`src/rtl/game_state_ctl.sv`:
```
// Round/score controller: debounces the start button, tracks lives, times the win
// screen, and commits frame-stable mode flags for the frame drawer.
module game_state_ctl #(
  parameter int LIVES           = 3,
  parameter int WIN_FRAMES      = 180,
  parameter int DEBOUNCE_CYCLES = 65000
) (
  input  logic       clk,
  input  logic       rst,
  input  logic       frame_tick,
  input  logic       start_btn,
  input  logic       donkey_hit,
  input  logic       kong_hit,
  output logic       game_en,
  output logic       donkey_win,
  output logic       kong_win,
  output logic       round_start,
  output logic [2:0] donkey_lives,
  output logic [2:0] kong_lives
);

  localparam int          DW         = $clog2(DEBOUNCE_CYCLES + 1);
  localparam logic [DW-1:0] DEB_LAST = DW'(DEBOUNCE_CYCLES - 1);
  localparam logic [2:0]  LIVES_INIT = 3'(LIVES);
  localparam logic [7:0]  WIN_LAST   = 8'(WIN_FRAMES - 1);

  typedef enum logic [1:0] {
    ST_MENU       = 2'd0,
    ST_GAME       = 2'd1,
    ST_DONKEY_WIN = 2'd2,
    ST_KONG_WIN   = 2'd3
  } state_t;

  state_t          state_r, state_nxt_s;
  logic [1:0]      sync_r;
  logic [DW-1:0]   deb_cnt_r;
  logic            deb_r, deb_d_r;
  logic            start_press_s;
  logic [7:0]      frame_cnt_r, frame_cnt_nxt_s;
  logic [2:0]      d_lives_r, k_lives_r, d_lives_nxt_s, k_lives_nxt_s;
  logic            round_start_r, round_start_nxt_s;
  logic            d_dead_s, k_dead_s;
  logic            game_en_r, donkey_win_r, kong_win_r;

  // Start button: 2-flop synchroniser, then a level must differ for the full count to be accepted
  always_ff @(posedge clk or negedge rst) begin
    if (!rst) begin
      sync_r    <= 2'b00;
      deb_cnt_r <= {DW{1'b0}};
      deb_r     <= 1'b0;
      deb_d_r   <= 1'b0;
    end else begin
      sync_r  <= {sync_r[0], start_btn};
      deb_d_r <= deb_r;
      if (sync_r[1] != deb_r) begin
        if (deb_cnt_r == DEB_LAST) begin
          deb_r     <= sync_r[1];
          deb_cnt_r <= {DW{1'b0}};
        end else begin
          deb_cnt_r <= deb_cnt_r + DW'(1);
        end
      end else begin
        deb_cnt_r <= {DW{1'b0}};
      end
    end
  end

  assign start_press_s = deb_r & ~deb_d_r;

  // Next state, lives and win-screen frame count
  always_comb begin
    state_nxt_s       = state_r;
    d_lives_nxt_s     = d_lives_r;
    k_lives_nxt_s     = k_lives_r;
    round_start_nxt_s = 1'b0;
    frame_cnt_nxt_s   = frame_cnt_r;
    d_dead_s          = 1'b0;
    k_dead_s          = 1'b0;
    case (state_r)
      ST_MENU: begin
        frame_cnt_nxt_s = 8'd0;
        if (start_press_s) begin
          state_nxt_s       = ST_GAME;
          d_lives_nxt_s     = LIVES_INIT;
          k_lives_nxt_s     = LIVES_INIT;
          round_start_nxt_s = 1'b1;
        end else begin
          state_nxt_s = ST_MENU;
        end
      end
      ST_GAME: begin
        frame_cnt_nxt_s = 8'd0;
        if (donkey_hit && (d_lives_r != 3'd0)) begin
          d_lives_nxt_s = d_lives_r - 3'd1;
        end else begin
          d_lives_nxt_s = d_lives_r;
        end
        if (kong_hit && (k_lives_r != 3'd0)) begin
          k_lives_nxt_s = k_lives_r - 3'd1;
        end else begin
          k_lives_nxt_s = k_lives_r;
        end
        d_dead_s = donkey_hit && (d_lives_nxt_s == 3'd0);
        k_dead_s = kong_hit && (k_lives_nxt_s == 3'd0);
        // Simultaneous knockout is a draw and goes straight back to the menu
        if (d_dead_s && k_dead_s) begin
          state_nxt_s = ST_MENU;
        end else if (d_dead_s) begin
          state_nxt_s = ST_KONG_WIN;
        end else if (k_dead_s) begin
          state_nxt_s = ST_DONKEY_WIN;
        end else begin
          state_nxt_s = ST_GAME;
        end
      end
      ST_DONKEY_WIN, ST_KONG_WIN: begin
        if (start_press_s) begin
          state_nxt_s     = ST_MENU;
          frame_cnt_nxt_s = 8'd0;
        end else if (frame_tick) begin
          if (frame_cnt_r == WIN_LAST) begin
            state_nxt_s     = ST_MENU;
            frame_cnt_nxt_s = 8'd0;
          end else begin
            frame_cnt_nxt_s = frame_cnt_r + 8'd1;
          end
        end else begin
          frame_cnt_nxt_s = frame_cnt_r;
        end
      end
      default: begin
        state_nxt_s     = ST_MENU;
        frame_cnt_nxt_s = 8'd0;
      end
    endcase
  end

  // Per-clock state, lives and round_start registers
  always_ff @(posedge clk or negedge rst) begin
    if (!rst) begin
      state_r       <= ST_MENU;
      frame_cnt_r   <= 8'd0;
      d_lives_r     <= LIVES_INIT;
      k_lives_r     <= LIVES_INIT;
      round_start_r <= 1'b0;
    end else begin
      state_r       <= state_nxt_s;
      frame_cnt_r   <= frame_cnt_nxt_s;
      d_lives_r     <= d_lives_nxt_s;
      k_lives_r     <= k_lives_nxt_s;
      round_start_r <= round_start_nxt_s;
    end
  end

  // Mode flags sample the current (pre-change) state only on frame_tick
  always_ff @(posedge clk or negedge rst) begin
    if (!rst) begin
      game_en_r    <= 1'b0;
      donkey_win_r <= 1'b0;
      kong_win_r   <= 1'b0;
    end else if (frame_tick) begin
      game_en_r    <= (state_r == ST_GAME);
      donkey_win_r <= (state_r == ST_DONKEY_WIN);
      kong_win_r   <= (state_r == ST_KONG_WIN);
    end
  end

  assign game_en      = game_en_r;
  assign donkey_win   = donkey_win_r;
  assign kong_win     = kong_win_r;
  assign round_start  = round_start_r;
  assign donkey_lives = d_lives_r;
  assign kong_lives   = k_lives_r;

endmodule
```
`config.mk`:
```
export PLATFORM = sky130hd
export DESIGN_NAME = game_state_ctl
export DESIGN_NICKNAME = d
export VERILOG_FILES = /design/src/rtl/game_state_ctl.sv
export SDC_FILE = /design/constraint.sdc
export NUM_CORES = 1
export LEC_CHECK = 0
export ABC_AREA = 1
export ABC_CLOCK_PERIOD_IN_PS = 3500
export CORE_UTILIZATION = 50
export DETAILED_ROUTE_END_ITERATION = 16
export GPL_TIMING_DRIVEN = 0
export PLACE_DENSITY = 0.81
export SYNTH_ARGS = -nofsm -noshare
export SYNTH_HDL_FRONTEND = slang
export SYNTH_SLANG_ARGS = --single-unit
```
`constraint.sdc`:
```
create_clock -name clk -period 3.5 [get_ports clk]
set_input_delay 0.875 -clock clk [delete_from_list [all_inputs] [get_ports clk]]
set_output_delay 0.875 -clock clk [all_outputs]
set_load 0.02 [all_outputs]
```
Word-level counts from Yosys, hierarchy flattened
Index checks and enable logic that the tools add are counted.

operators by class
  add/subtract/negate cells = 4
  $mul = 0
  div/mod/pow operators = 0
  magnitude comparators = 0
  eq/ne operators = 9
  shift operators = 0
  mux-type cells = 23
  bitwise gates (word level) = 2
  reductions and logical operators = 16

operator list
  cell                                                                count
  16-bit two-way mux                                                  2
  8-bit two-way mux                                                   3
  16-bit by 1-bit adder with 16-bit output, second input constant     1
  16-bit == test, second input constant                               1
  8-bit one-hot mux with 2 select lines                               1
  3-bit two-way mux                                                   5
  2-bit two-way mux                                                   6
  3-bit one-hot mux with 2 select lines                               2
  8-bit by 1-bit adder with 8-bit output, second input constant       1
  8-bit == test, second input constant                                1
  3-bit zero test                                                     2
  3-bit inequality test, second input constant                        2
  2-bit one-hot mux with 3 select lines                               1
  2-bit AND reduction                                                 3
  3-bit nonzero test                                                  2
  3-bit by 1-bit subtractor with 3-bit output, second input constant  2
  1-bit logical AND                                                   5
  2-bit == test, second input constant                                2
  2-bit OR reduction                                                  2
  1-bit two-way mux                                                   3
  2-bit by 1-bit == test with 1-bit output, second input constant     1
  2-bit zero test                                                     1
  2-bit inequality test, second input constant                        1
  2-bit nonzero test                                                  1
  3 further kinds                                                     3

storage, ports and cells
  bits in registers = 40
  bits in latches = 0
  RAM bits = 0
  bits in read-only memories = 0
  output and inout port bits = 10
  logic and storage cells = 66
  memories kept = 0

Longest topological paths before layout
  depth after elaboration = 10
  mapped depth = 13

Worst setup path before layout
Ideal clock, no wire load.

  path kind = register to register
  start point = register k_lives_r[0], in the netlist kong_lives[0]
  end point = register state_r[1]
  setup time = 0.133 ns
  data arrival time = 1.842 ns
  required time = 3.367 ns
  setup slack = 1.525 ns
  stages on the path, launching flop included = 12
  path through = dfstp_2 -> inv_1 -> ha_1 -> ha_1 -> inv_1 -> nand2_1 -> a21oi_1 -> nand2_1 -> nor2_1 -> ha_1 -> nand2_1 -> nand2_1

on the way
  longest elaborated chain between the ends = 10
  elaborated cells between the ends (all ways) = 12
  classes of those cells = add/sub (1); mux (6); reduce/logical (5)

ends and longest elaborated chain
  element                                                                                              line  text
  from (decl)                                                                                          40    logic [2:0] d_lives_r, k_lives_r, d_lives_nxt_s, k_lives_nxt_s;
  from (signal assigned)                                                                               150   k_lives_r <= k_lives_nxt_s;
  parallel branches: the longest is 2 deep, another holds 3-bit by 1-bit subtractor with 3-bit output  --
  3-bit two-way mux *                                                                                  98    if (kong_hit && (k_lives_r != 3'd0)) begin
  3-bit two-way mux *                                                                                  79    case (state_r)
  3-bit zero test *                                                                                    104   k_dead_s = kong_hit && (k_lives_nxt_s == 3'd0);
  1-bit logical AND *                                                                                  104
  2-bit two-way mux                                                                                    110   end else if (k_dead_s) begin
  2-bit two-way mux                                                                                    108   end else if (d_dead_s) begin
  2-bit two-way mux *                                                                                  106   if (d_dead_s && k_dead_s) begin
  2-bit one-hot mux with 3 select lines *                                                              79
  to (signal assigned)                                                                                 147   state_r <= state_nxt_s;
  to (decl)                                                                                            34    state_t state_r, state_nxt_s;

Every way passes the cells marked *. The select of a mux whose other input is x is not followed.
A chain may end at the register's enable or synchronous reset.

Worst setup path in the final report
  start point = register k_lives_r[0], in the netlist kong_lives[0]
  end point = output port kong_lives[0]

RTL lines
  element    line  text
  to (decl)  19    output logic [2:0] kong_lives

No word-level cell between the ends.

==> results.ini <==
[timing]
fin_crit_sh = 0.670
min_period_ns = 2.35
slew_violations = 0
fmax_mhz = 426
fin_setup_tns_ns = 0
setup_viol = 0
slew_headroom = 0.413
finalHoldViolations = 0
rsz0062_at_grt = no
skew_ns = 0.0128
worst-slew-pin-transition_ns = 0.880

[final_layout]
final_nets = 300
area_growth_pct = 14.5
multi_input_area_um2 = 958
register_area_um2 = 1010
fillers = 355
fin_cells = 337
antenna_cells = 0
drive_gt1_frac = 0.0906

[logic_synthesis]
async_flop_share = 1.00
synthTopCellsByCount = nand2_1 (62), nor2_1 (44), inv_1 (37), dfrtp_1 (36), o21ai_0 (12)
syn_nets = 278
synthDistinctLibCells = 25
yosysSeqAreaShare = 0.478
yosys_most_used_dff = dfrtp_1
postSynthAreaPerCell_um2 = 7.97
postSynthCellCount = 264
ys_seq_elements = 40
synth_area_um2 = 2100
yosysMostFrequentCell = nand2_1
yosys.area.top_type = dfrtp_1
yosys-top-cells-area = dfrtp_1 (43%), nand2_1 (11%), nor2_1 (7.9%), inv_1 (6.6%), dfstp_2 (5.0%)
synth_top_area_frac = 0.428
synth_edf_count = 0
ys.warnings.count = 0

[grt]
overflow = 0
antenna_found_initial = 0
grt_max_degree = 41
track_usage = 0.195
grt_pass1_vias = 1509
grt_pass1_wl_mm = 6.41

[power_and_ir_drop]
ir_drop_v = 0.000433
p_leak_nw = 1.09
p_per_area_nw_per_um2 = 574

[clock_tree]
htreeDepth = 2
cts_tree = done
cts_setup_buffers = 0
cts_root_buf = clkbuf_8
cts_buffers = 5
clk_latency_ns = 0.30
cts-resized-gates = 0
holdBufCountCts = 0
clock_path_buffers = 2
cts.sinks = 40
clk_pin_slew_ns = 0.08

[critical_path]
critPathArrivalTime_ns = 1.47
cp_max_fo = 4
crit_slowest_cell = clkdlybuf4s50_1
crit_required_ns = 2.62
crit_buf_inv = 1
timing.critical_path.slowest_cell_delay_ns = 0.60
crit_path_cell_trace = clkdlybuf4s50_1
cp-start-kind = flip-flop
cp-end-kind = output port
critPathKind = flip-flop to output port
crit_family = buffers and inverters

[placed_design]
gp_routability_congestion = 0.832
port_buffers = 15
place_inst = 329
detailed_place_hpwl_mm = 2.74

[die]
die_w_um = 66.9
start_util = 0.522
die_h_um = 66.9
pin_count = 16
core-area_um2 = 4030
rows = 23
die_area_um2 = 4470

[route]
detail_route.iter0.violations = 90
routedWlPerCell_um = 11.4
vias_per_cell = 4.93
wl_mm = 3.86
num_vias = 1662
first_pass_iters = 4
drc = 0
final_antenna_net_count = 0

[run_status]
run_status = finished, final reports clean

[min_path]
min_path_type = flip-flop to flip-flop

[run]
max-cap-violations = 0

## layer usage
layer,vias to the layer above,global-route usage,part of all wire
li1,871,-,-
met1,766,0.256,0.49
met2,17,0.298,0.47
met3,8,0.0565,0.026
met4,0,0.0798,0.013
met5,-,0,0
## cells by family (layout without fill, tap and decap cells)
group | count (synthesis) | in the layout | synth area share
flops | 40 | 40 | 0.478
xor+xnor | 8 | 8 | 0.0333
mux | 1 | 1 | 0.00476
fa+ha+maj | 8 | 8 | 0.0476
compound gates | 29 | 29 | 0.0791
buf+inv | 37 | 60 | 0.0660
simple gates | 141 | 141 | 0.291
## report_power, final
group | total (mW) | switching, mW | internal (mW)
Sequential | 0.614 | 0.0657 | 0.548
Clock | 0.331 | 0.171 | 0.160
Combinational | 0.438 | 0.256 | 0.181
Total | 1.38 | 0.493 | 0.889
## final timing paths
check                                 from  depth (start not counted)             end  slack (ns)
min reg2reg                      sync_r[0]                          0       sync_r[1]        0.35
max reg2reg                donkey_lives[0]                         11      state_r[0]        1.39
min                              sync_r[0]                          0       sync_r[1]        0.35
max                          kong_lives[0]                          1   kong_lives[0]        1.15
max in group asynchronous              rst                          1    deb_cnt_r[6]        2.26
min in group asynchronous              rst                          1  frame_cnt_r[7]        0.68
## final cells by class
type,instances,share of cell area
Clock inverter,2,0.00623
Timing Repair Buffer,15,0.0603
Tap cell,50,0.0260
Inverter,37,0.0577
Clock buffer,6,0.0343
Multi-Input combinational cell,187,0.398
Sequential cell,40,0.418
## flip-flops by register name (all words and copies together), names as in the netlist
register	count
deb_d_r	1
deb_cnt_r	16
game_en	1
frame_cnt_r	8
donkey_lives	3
round_start	1
kong_win	1
deb_r	1
sync_r	2
state_r	2
kong_lives	3
donkey_win	1
## stage by stage
step / total power, mW / utilization / instance area [um2] / hold WS [ns] / worst slack [ns]
after floorplan: 0.895 / - / 2100 / 0.331 / 1.53
after global routing: 1.47 / 0.598 / 2410 / 0.366 / 1.11
after global placement: 1.04 / 0.575 / 2320 / 0.336 / 0.542
final: 1.38 / 0.598 / 2410 / 0.352 / 1.15
after CTS: 1.39 / 0.598 / 2410 / 0.355 / 1.14
after detailed placement: 1.06 / 0.574 / 2310 / 0.336 / 1.04
## cells in the final DEF (no fill, tap or decap), drive strengths merged, types with 2 or more instances in the layout
master / n
clkdlybuf4s50: 14
xnor2: 2
nand2: 66
o22ai: 2
nor3: 5
o21bai: 3
nor2: 51
nor3b: 2
xor2: 6
clkinvlp: 2
inv: 37
nand4: 5
ha: 8
a21oi: 10
dfrtp: 36
dfstp: 4
clkbuf: 6
o21ai: 14
nand3: 10
(Power assumes the default switching activity.)
